**src/rtl/uart_pkg.sv**
```systemverilog
// Shared types and constants for the UART receive path.
// Contents: rx_state_t FSM encoding, data width, baud divisor width and minimum.
package uart_pkg;

    localparam int unsigned DATA_BITS = 8;
    localparam int unsigned BRD_W     = 16;
    localparam int unsigned BRD_MIN   = 4;

    // PARITY is always present so the encoding is identical in every build.
    typedef enum logic [2:0] {
        IDLE,
        START,
        DATA,
        PARITY,
        STOP
    } rx_state_t;

endpackage

```
**src/rtl/uart_rx_fifo.sv**
```systemverilog
// Receive byte FIFO with a first-word-fall-through read port.
// Ports:
//   clk, rst          clock, synchronous active-high reset
//   wr_en, wr_data    push request and byte
//   rd_en             pop the head when not empty
//   rd_data           head byte, combinational from storage and read pointer
//   empty, full       registered occupancy flags
//   overflow          one-cycle pulse when a push is dropped (full, no pop)
module uart_rx_fifo
    import uart_pkg::*;
#(
    parameter int unsigned DEPTH = 8
) (
    input  logic                 clk,
    input  logic                 rst,
    input  logic                 wr_en,
    input  logic [DATA_BITS-1:0] wr_data,
    input  logic                 rd_en,
    output logic [DATA_BITS-1:0] rd_data,
    output logic                 empty,
    output logic                 full,
    output logic                 overflow
);

    localparam int unsigned AW = $clog2(DEPTH);
    localparam int unsigned CW = AW + 1;

    logic [DATA_BITS-1:0] mem [DEPTH];
    logic [AW-1:0]        wr_ptr;
    logic [AW-1:0]        rd_ptr;
    logic [CW-1:0]        count;
    logic [CW-1:0]        count_nxt;
    logic                 do_pop;
    logic                 do_push;

    // A pop in the same cycle frees the slot a full-FIFO push needs.
    always_comb begin
        do_pop    = rd_en && (count != '0);
        do_push   = wr_en && ((count != CW'(DEPTH)) || do_pop);
        count_nxt = count;
        if (do_push && !do_pop) begin
            count_nxt = count + CW'(1);
        end else if (do_pop && !do_push) begin
            count_nxt = count - CW'(1);
        end
    end

    always_ff @(posedge clk) begin
        if (rst) begin
            wr_ptr   <= '0;
            rd_ptr   <= '0;
            count    <= '0;
            empty    <= 1'b1;
            full     <= 1'b0;
            overflow <= 1'b0;
            for (int i = 0; i < int'(DEPTH); i++) begin
                mem[i] <= '0;
            end
        end else begin
            if (do_push) begin
                mem[wr_ptr] <= wr_data;
                wr_ptr      <= wr_ptr + AW'(1);
            end
            if (do_pop) begin
                rd_ptr <= rd_ptr + AW'(1);
            end
            count    <= count_nxt;
            empty    <= (count_nxt == '0);
            full     <= (count_nxt == CW'(DEPTH));
            overflow <= wr_en && !do_push;
        end
    end

    assign rd_data = mem[rd_ptr];

endmodule

```
**src/rtl/uart_receiver.sv**
```systemverilog
// UART receiver: rx synchroniser, oversampling bit timer, 8N1 framing FSM and
// a receive FIFO. Optional parity checking is compiled in with UART_RX_PARITY_EN.
// Ports:
//   clk, rst           clock, synchronous active-high reset
//   rx                 asynchronous serial input, idles high
//   brd                bit period in clk cycles; below 4 holds the receiver idle
//   rd_en              pop the FIFO head
//   data_out           FIFO head byte, valid while fifo_empty=0
//   fifo_empty/full    FIFO occupancy flags
//   rx_busy            a frame is in progress
//   frame_err          one-cycle pulse on a low stop bit
//   overrun            one-cycle pulse when a good byte is dropped on a full FIFO
//   parity_odd         (UART_RX_PARITY_EN) 1 = odd parity, 0 = even
//   parity_err         (UART_RX_PARITY_EN) one-cycle pulse on parity mismatch
module uart_receiver
    import uart_pkg::*;
#(
    parameter int unsigned DEPTH       = 8,
    parameter int unsigned SYNC_STAGES = 2
) (
    input  logic                 clk,
    input  logic                 rst,
    input  logic                 rx,
    input  logic [BRD_W-1:0]     brd,
    input  logic                 rd_en,
`ifdef UART_RX_PARITY_EN
    input  logic                 parity_odd,
    output logic                 parity_err,
`endif
    output logic [DATA_BITS-1:0] data_out,
    output logic                 fifo_empty,
    output logic                 fifo_full,
    output logic                 rx_busy,
    output logic                 frame_err,
    output logic                 overrun
);

    logic [SYNC_STAGES-1:0] sync_q;
    logic                   rx_s;
    rx_state_t              state;
    logic [BRD_W-1:0]       baud_cnt;
    logic [BRD_W-1:0]       half;
    logic                   baud_done;
    logic [2:0]             bit_idx;
    logic [DATA_BITS-1:0]   shift;
    logic                   push_c;
`ifdef UART_RX_PARITY_EN
    logic                   par_bad;
`endif

    // Synchroniser presets high so reset looks like an idle line.
    always_ff @(posedge clk) begin
        if (rst) begin
            sync_q <= '1;
        end else begin
            sync_q <= {sync_q[SYNC_STAGES-2:0], rx};
        end
    end

    assign rx_s      = sync_q[SYNC_STAGES-1];
    assign half      = brd >> 1;
    assign baud_done = (baud_cnt == brd - BRD_W'(1));
    assign rx_busy   = (state != IDLE);

`ifdef UART_RX_PARITY_EN
    assign push_c = (state == STOP) && baud_done && rx_s && !par_bad;
`else
    assign push_c = (state == STOP) && baud_done && rx_s;
`endif

    // Framing FSM: start bit verified at half period, then one sample per bit centre.
    always_ff @(posedge clk) begin
        if (rst) begin
            state     <= IDLE;
            baud_cnt  <= '0;
            bit_idx   <= '0;
            shift     <= '0;
            frame_err <= 1'b0;
`ifdef UART_RX_PARITY_EN
            par_bad    <= 1'b0;
            parity_err <= 1'b0;
`endif
        end else begin
            frame_err <= 1'b0;
`ifdef UART_RX_PARITY_EN
            parity_err <= 1'b0;
`endif
            case (state)
                IDLE: begin
                    baud_cnt <= '0;
                    if (!rx_s && (brd >= BRD_W'(BRD_MIN))) begin
                        state <= START;
                    end
                end
                START: begin
                    if (baud_cnt == half) begin
                        baud_cnt <= '0;
                        bit_idx  <= '0;
                        state    <= rx_s ? IDLE : DATA;
                    end else begin
                        baud_cnt <= baud_cnt + BRD_W'(1);
                    end
                end
                DATA: begin
                    if (baud_done) begin
                        baud_cnt       <= '0;
                        shift[bit_idx] <= rx_s;
                        if (bit_idx == 3'(DATA_BITS - 1)) begin
`ifdef UART_RX_PARITY_EN
                            state <= PARITY;
`else
                            state <= STOP;
`endif
                        end else begin
                            bit_idx <= bit_idx + 3'(1);
                        end
                    end else begin
                        baud_cnt <= baud_cnt + BRD_W'(1);
                    end
                end
`ifdef UART_RX_PARITY_EN
                PARITY: begin
                    if (baud_done) begin
                        baud_cnt <= '0;
                        par_bad  <= (rx_s != ((^shift) ^ parity_odd));
                        state    <= STOP;
                    end else begin
                        baud_cnt <= baud_cnt + BRD_W'(1);
                    end
                end
`endif
                STOP: begin
                    if (baud_done) begin
                        baud_cnt  <= '0;
                        frame_err <= !rx_s;
`ifdef UART_RX_PARITY_EN
                        parity_err <= par_bad;
`endif
                        state     <= IDLE;
                    end else begin
                        baud_cnt <= baud_cnt + BRD_W'(1);
                    end
                end
                default: begin
                    state <= IDLE;
                end
            endcase
        end
    end

    uart_rx_fifo #(
        .DEPTH (DEPTH)
    ) u_fifo (
        .clk      (clk),
        .rst      (rst),
        .wr_en    (push_c),
        .wr_data  (shift),
        .rd_en    (rd_en),
        .rd_data  (data_out),
        .empty    (fifo_empty),
        .full     (fifo_full),
        .overflow (overrun)
    );

endmodule
```
**config.mk**
```make
export PLATFORM = sky130hd
export DESIGN_NAME = uart_receiver
export DESIGN_NICKNAME = d
export VERILOG_FILES = /design/src/rtl/uart_pkg.sv /design/src/rtl/uart_rx_fifo.sv /design/src/rtl/uart_receiver.sv
export SDC_FILE = /design/constraint.sdc
export NUM_CORES = 1
export LEC_CHECK = 0
export CORE_MARGIN = 2
export CORE_UTILIZATION = 55
export DETAILED_ROUTE_END_ITERATION = 6
export PLACE_DENSITY = 0.77
export REMOVE_ABC_BUFFERS = 1
export SLEW_MARGIN = 20
export SYNTH_ARGS = -nofsm -noshare
export SYNTH_HDL_FRONTEND = slang
export SYNTH_SLANG_ARGS = --single-unit
```
**constraint.sdc**
```tcl
create_clock -name clk -period 4.19 [get_ports clk]
set_clock_uncertainty 0.1 [all_clocks]
set_input_delay 1.257 -clock clk [delete_from_list [all_inputs] [get_ports clk]]
set_output_delay 1.257 -clock clk [all_outputs]
set_load 0.005 [all_outputs]
```
After elaboration in Yosys (flattened, before gate mapping)
Memories as Yosys holds them, arrays and structs flattened. A register that Yosys moved wholly into a read port is not among the register bits.
Index checks and enable logic that the tools add are counted.
{ "word_totals": {"ramBits": 64, "memories": 1, "regBits": 46, "elab_cells": 93} }
{ "mem_list": {"columns": ["name", "depth", "width", "read_ports", "rd_ports_with_merged_regs", "wr", "line", "text"], "rows": [
  ["u_fifo.mem", 8, 8, 1, 1, 8, "uart_rx_fifo.sv:28", "logic [DATA_BITS-1:0] mem [DEPTH];"]
]} }
{ "classes": {"n_bitwise": 2, "n_eq_ne": 14, "n_reduce_logical": 25, "n_mux": 29, "addsub": 7, "order_cmp": 3} }
{ "ops": {"columns": ["operator", "n"], "rows": [
  ["16-bit case mux with 3 select lines", 1],
  ["3-bit 2-to-1 mux", 11],
  ["16-bit 2-to-1 mux", 2],
  ["16-bit by 1-bit adder with 16-bit output (second input constant)", 1],
  ["16-bit by 15-bit == test with 1-bit output", 1],
  ["16-bit == test", 1],
  ["16-bit by 3-bit >= comparator with 1-bit output (second input constant)", 1],
  ["16-bit by 1-bit subtractor with 16-bit output (second input constant)", 1],
  ["2-bit != test (second input constant)", 6],
  ["3-bit case mux with 4 select lines", 1],
  ["3-bit by 1-bit adder with 3-bit output (second input constant)", 3],
  ["1-bit logical AND", 9],
  ["8-bit bitwise mux", 1],
  ["4-bit 2-to-1 mux", 2],
  ["8-bit 2-to-1 mux", 1],
  ["8-bit OR reduction", 1],
  ["1-bit 2-to-1 mux", 7],
  ["3-bit == test (second input constant)", 2],
  ["3-bit case mux with 2 select lines", 1],
  ["3-bit nonzero test", 2],
  ["5-bit AND reduction", 1],
  ["4-bit by 1-bit adder with 4-bit output (second input constant)", 1],
  ["4-bit == test (second input constant)", 1],
  ["4-bit logical NOT", 1],
  ["other kinds (18)", 21]
]} }

Longest topological paths before layout
{ "logic_depth": {"ltp_word": 10, "depth_mapped": 12, "depth_no_buf": 11} }

By module
From an unflattened synthesis, not the netlist that was laid out.
{ "unflattened": {"hier_cells": 601, "hier_area_um2": 6328.6} }
{ "modules_own_cells": {"columns": ["module", "cells_each", "area_each_um2", "seq_area_each_um2", "instances"], "rows": [
  ["uart_rx_fifo", 268, 3758.6, 2242.2, 1],
  ["uart_receiver", 333, 2570.0, 660.6, 1]
]} }

Least setup slack after synthesis
No wires, ideal clock.
{ "synth_timing": {"path_kind": "input to register", "start": "input port brd[0]", "end": "memory u_fifo.mem[1][0], enable pin", "t_arrival_ps": 4054, "path_buffers": 1, "path_slack_ps": -348, "stages": 11, "required_ps": 3706, "setup_time_ps": 384, "cell_sequence": "inv_1 ha_1 or3b_2 or3_1 a21oi_2 o211ai_2 nor4_4 and2_1 buf_4 nand2b_4 o21ai_0"} }
{ "synth_rtl": {"columns": ["element", "line", "text"], "rows": [
  ["start, declared", "uart_receiver.sv:24", "input logic [BRD_W-1:0] brd,"],
  ["end, declared", "uart_rx_fifo.sv:28", null]
]} }

==> qor.txt <==
Mapped Avg Cell Area - 10.6 um^2
final hold vios - 0
Final ANT Viol Nets - 0
port buffer count - 32
drt via density - 5.88
# rows - 38
Crit. End Element - register
Commonest cells post-synth - and2_1 (66), edfxtp_1 (64), nor2_1 (54)
Post-DP HPWL - 10,300 um
pre-CTS setup slack - -544 ps
Register Area - 2900 um^2
CTS sink count - 113
DRT Pass-1 Iters - 5
CTS buffer count - 17
static leakage - 2.87 nW
Tightest Hold Check Type - register to register
Critical Path Max Stage Delay - 430 ps
Yosys Warn Count - 0
share of cells above drive strength 1 - 24.2%
Die Span X - 111 um
antenna cells - 0
largest net degree at the start of global routing - 31
ys async rst share - 0%
hold_buf cts - 0
Die ar. - 12,200 um^2
FILL cells - 752
Root Driver - clkbuf_16
worst-margin pin slew - 772 ps
post-synthesis sequential area ratio - 46.4%
highest clock rate - 245 MHz
DRC - 0
H-tree levels - 4
Mapped Cells - 591
Avg WL per Cell - 18.4 um
clk slew on worst S/H paths - 60 ps
post-synthesis register bit count - 113
crit path kind - primary input to register
GRT overflow - 0
initial antenna violation count - 0
final worst setup slack - 110 ps
Compound-Gate Fraction of Synth Area - 7.50%
most common cell in the netlist - and2_1
vias in the first global route - 4,855
CTS tree - done
Initial Utilization - 56.9%
distinct cell type count after synthesis - 66
XOR/XNOR Fraction of Synth Area - 6.34%
first-pass GRT wire length - 24,100 um
Final setup viols - 0
Tcrit/Tclk final - 97.4%
Post-Synth Adder-Cell Area - 1.60%
CP max FO - 11
GPL Wtd Cong - 0.871
Synth area leaders - edfxtp_1 (31%), dfxtp_1 (16%), and2_1 (6.6%)
Max Slew Vio Count - 0
CP bufs+invs - 4
multiplexer share of the synthesized area - 8.99%
P&R area growth vs syn - 24.8%
largest family of logic cells by synthesized area - simple AND/OR/NAND/NOR gates
post-synthesis simple-gate area fraction - 25.8%
core area - 11,000 um^2
Hold Slack - 318 ps
worst path cell trace - clkdlybuf4s50_1, buf_4, nor4_2, buf_4, nand4_1, xnor2_1, nand4_1, nor4_4, and2_4, nand2b_4, nor4_4, or2_1, buf_12
gr usage total - 24.8%
clk_lat worst skew - 410 ps
Most used DFF post-synth - edfxtp_1
Max-Cap Viols - 0
Fin Setup TNS - 0 ps
outcome - completed
Startpoint Class - primary input
Multi-input gate area - 3290 um^2
slowest CP cell - clkdlybuf4s50_1
CP arrival - 4110 ps
Final min period - 4080 ps
Cell Pwr Density - 418 nW/um^2
Post-Syn Area - 6250 um^2
Clock Path Buffers - 2
die span in y - 111 um
Slew HR - 48.4%
Required @ worst endpoint - 4220 ps
Nets - 696
# IOs - 33
Peak supply drop - 0.290 mV
DRT iter0 DRCs - 279
Yosys top cell by area - edfxtp_1
top-area cell type share of the netlist area - 30.7%
EDFF count, synth - 64
drt total wl - 15,100 um
delay-heaviest family, CP - simple AND/OR/NAND/NOR gates
via count - 4,830
-- power breakdown --
| group | total [mW] | switching [mW] | internal [mW] | leakage, nW |
|---|---|---|---|---|
| Combinational | 0.672 | 0.306 | 0.367 | 1.62 |
| Clock | 1.29 | 0.538 | 0.757 | 0.250 |
| Sequential | 1.30 | 0.0587 | 1.24 | 1.00 |
-- layer usage --
metal  share of wire, %  track usage, %  wire length, um
met2                 53            43.9             7970
met5                  0               0                0
met3                4.1            5.65              620
met4                3.1            10.5              467
met1                 40            28.9             6010
-- per-stage QoR --
| step | cells | power [mW] | cell area [um^2] | util, % |
|---|---|---|---|---|
| after floorplan | 552 | 1.68 | 6080 | - |
| after global placement | 781 | 1.94 | 7040 | 64.1 |
| after detailed placement | 781 | 1.96 | 7040 | 64.1 |
| after CTS | 817 | 3.26 | 7660 | 69.8 |
| after global routing | 821 | 3.40 | 7800 | 71.1 |
| final | 821 | 3.26 | 7800 | 71.1 |
-- sequential cells by signal (all words and copies together), names as in the netlist, named ones only --
signal / flops
shift: 8
u_fifo.overflow: 1
state: 3
u_fifo.count: 4
u_fifo.empty: 1
u_fifo.wr_ptr: 3
u_fifo.full: 1
bit_idx: 3
u_fifo.mem: 64
baud_cnt: 16
frame_err: 1
sync_q: 2
u_fifo.rd_ptr: 3
-- cells by family after synthesis --
| family | count (synthesis) |
|---|---|
| AOI/OAI and AO/OA | 74 |
| adders and majority gates | 8 |
| and+or+nand+nor | 270 |
| xor gates and xnor gates | 42 |
| DFF | 113 |
| muxes | 35 |
| buffers and inverters | 49 |
-- area by class of cell --
class | instances | share of cell area [%]
Tap cell | 140 | 2.24
Clock buffer | 17 | 5.45
Multi-Input combinational cell | 429 | 42.1
Inverter | 10 | 0.481
Timing Repair Buffer | 97 | 11.1
Clock inverter | 15 | 1.44
Sequential cell | 113 | 37.2
-- path summary, 6_finish.rpt --
path                from          endpoint  slack (ps)  depth (start not counted)
max               brd[4]  u_fifo.mem[0][3]         110                         13
min            sync_q[0]         sync_q[1]         320                          1
max reg2reg  baud_cnt[5]  u_fifo.mem[0][3]         990                         10
min reg2reg    sync_q[0]         sync_q[1]         320                          1
-- repair_timing --
item	CTS	global route
buffers inserted	4	4
gates resized for setup	12	23
pin swaps	9	18
endpoints found under the setup margin	94	133
endpoints found under the hold margin	0	0
-- cell usage in the layout, fill, tap and decap left out, drive strengths merged, types with 6 or more instances in the layout --
master / n
nand2: 28
ha: 8
nor2: 60
a21oi: 21
dfxtp: 49
nor4: 15
nand3: 14
clkinv: 7
clkbuf: 17
xnor2: 30
and3: 10
clkdlybuf4s50: 26
and2: 66
mux4: 16
xor2: 10
edfxtp: 64
nor2b: 6
nand2b: 7
or2: 6
nor3b: 13
mux2i: 10
o21ai: 25
mux2: 9
nand4: 11
inv: 13
buf: 66
nor3: 12
Note: power is estimated with default switching activity, not from simulation.
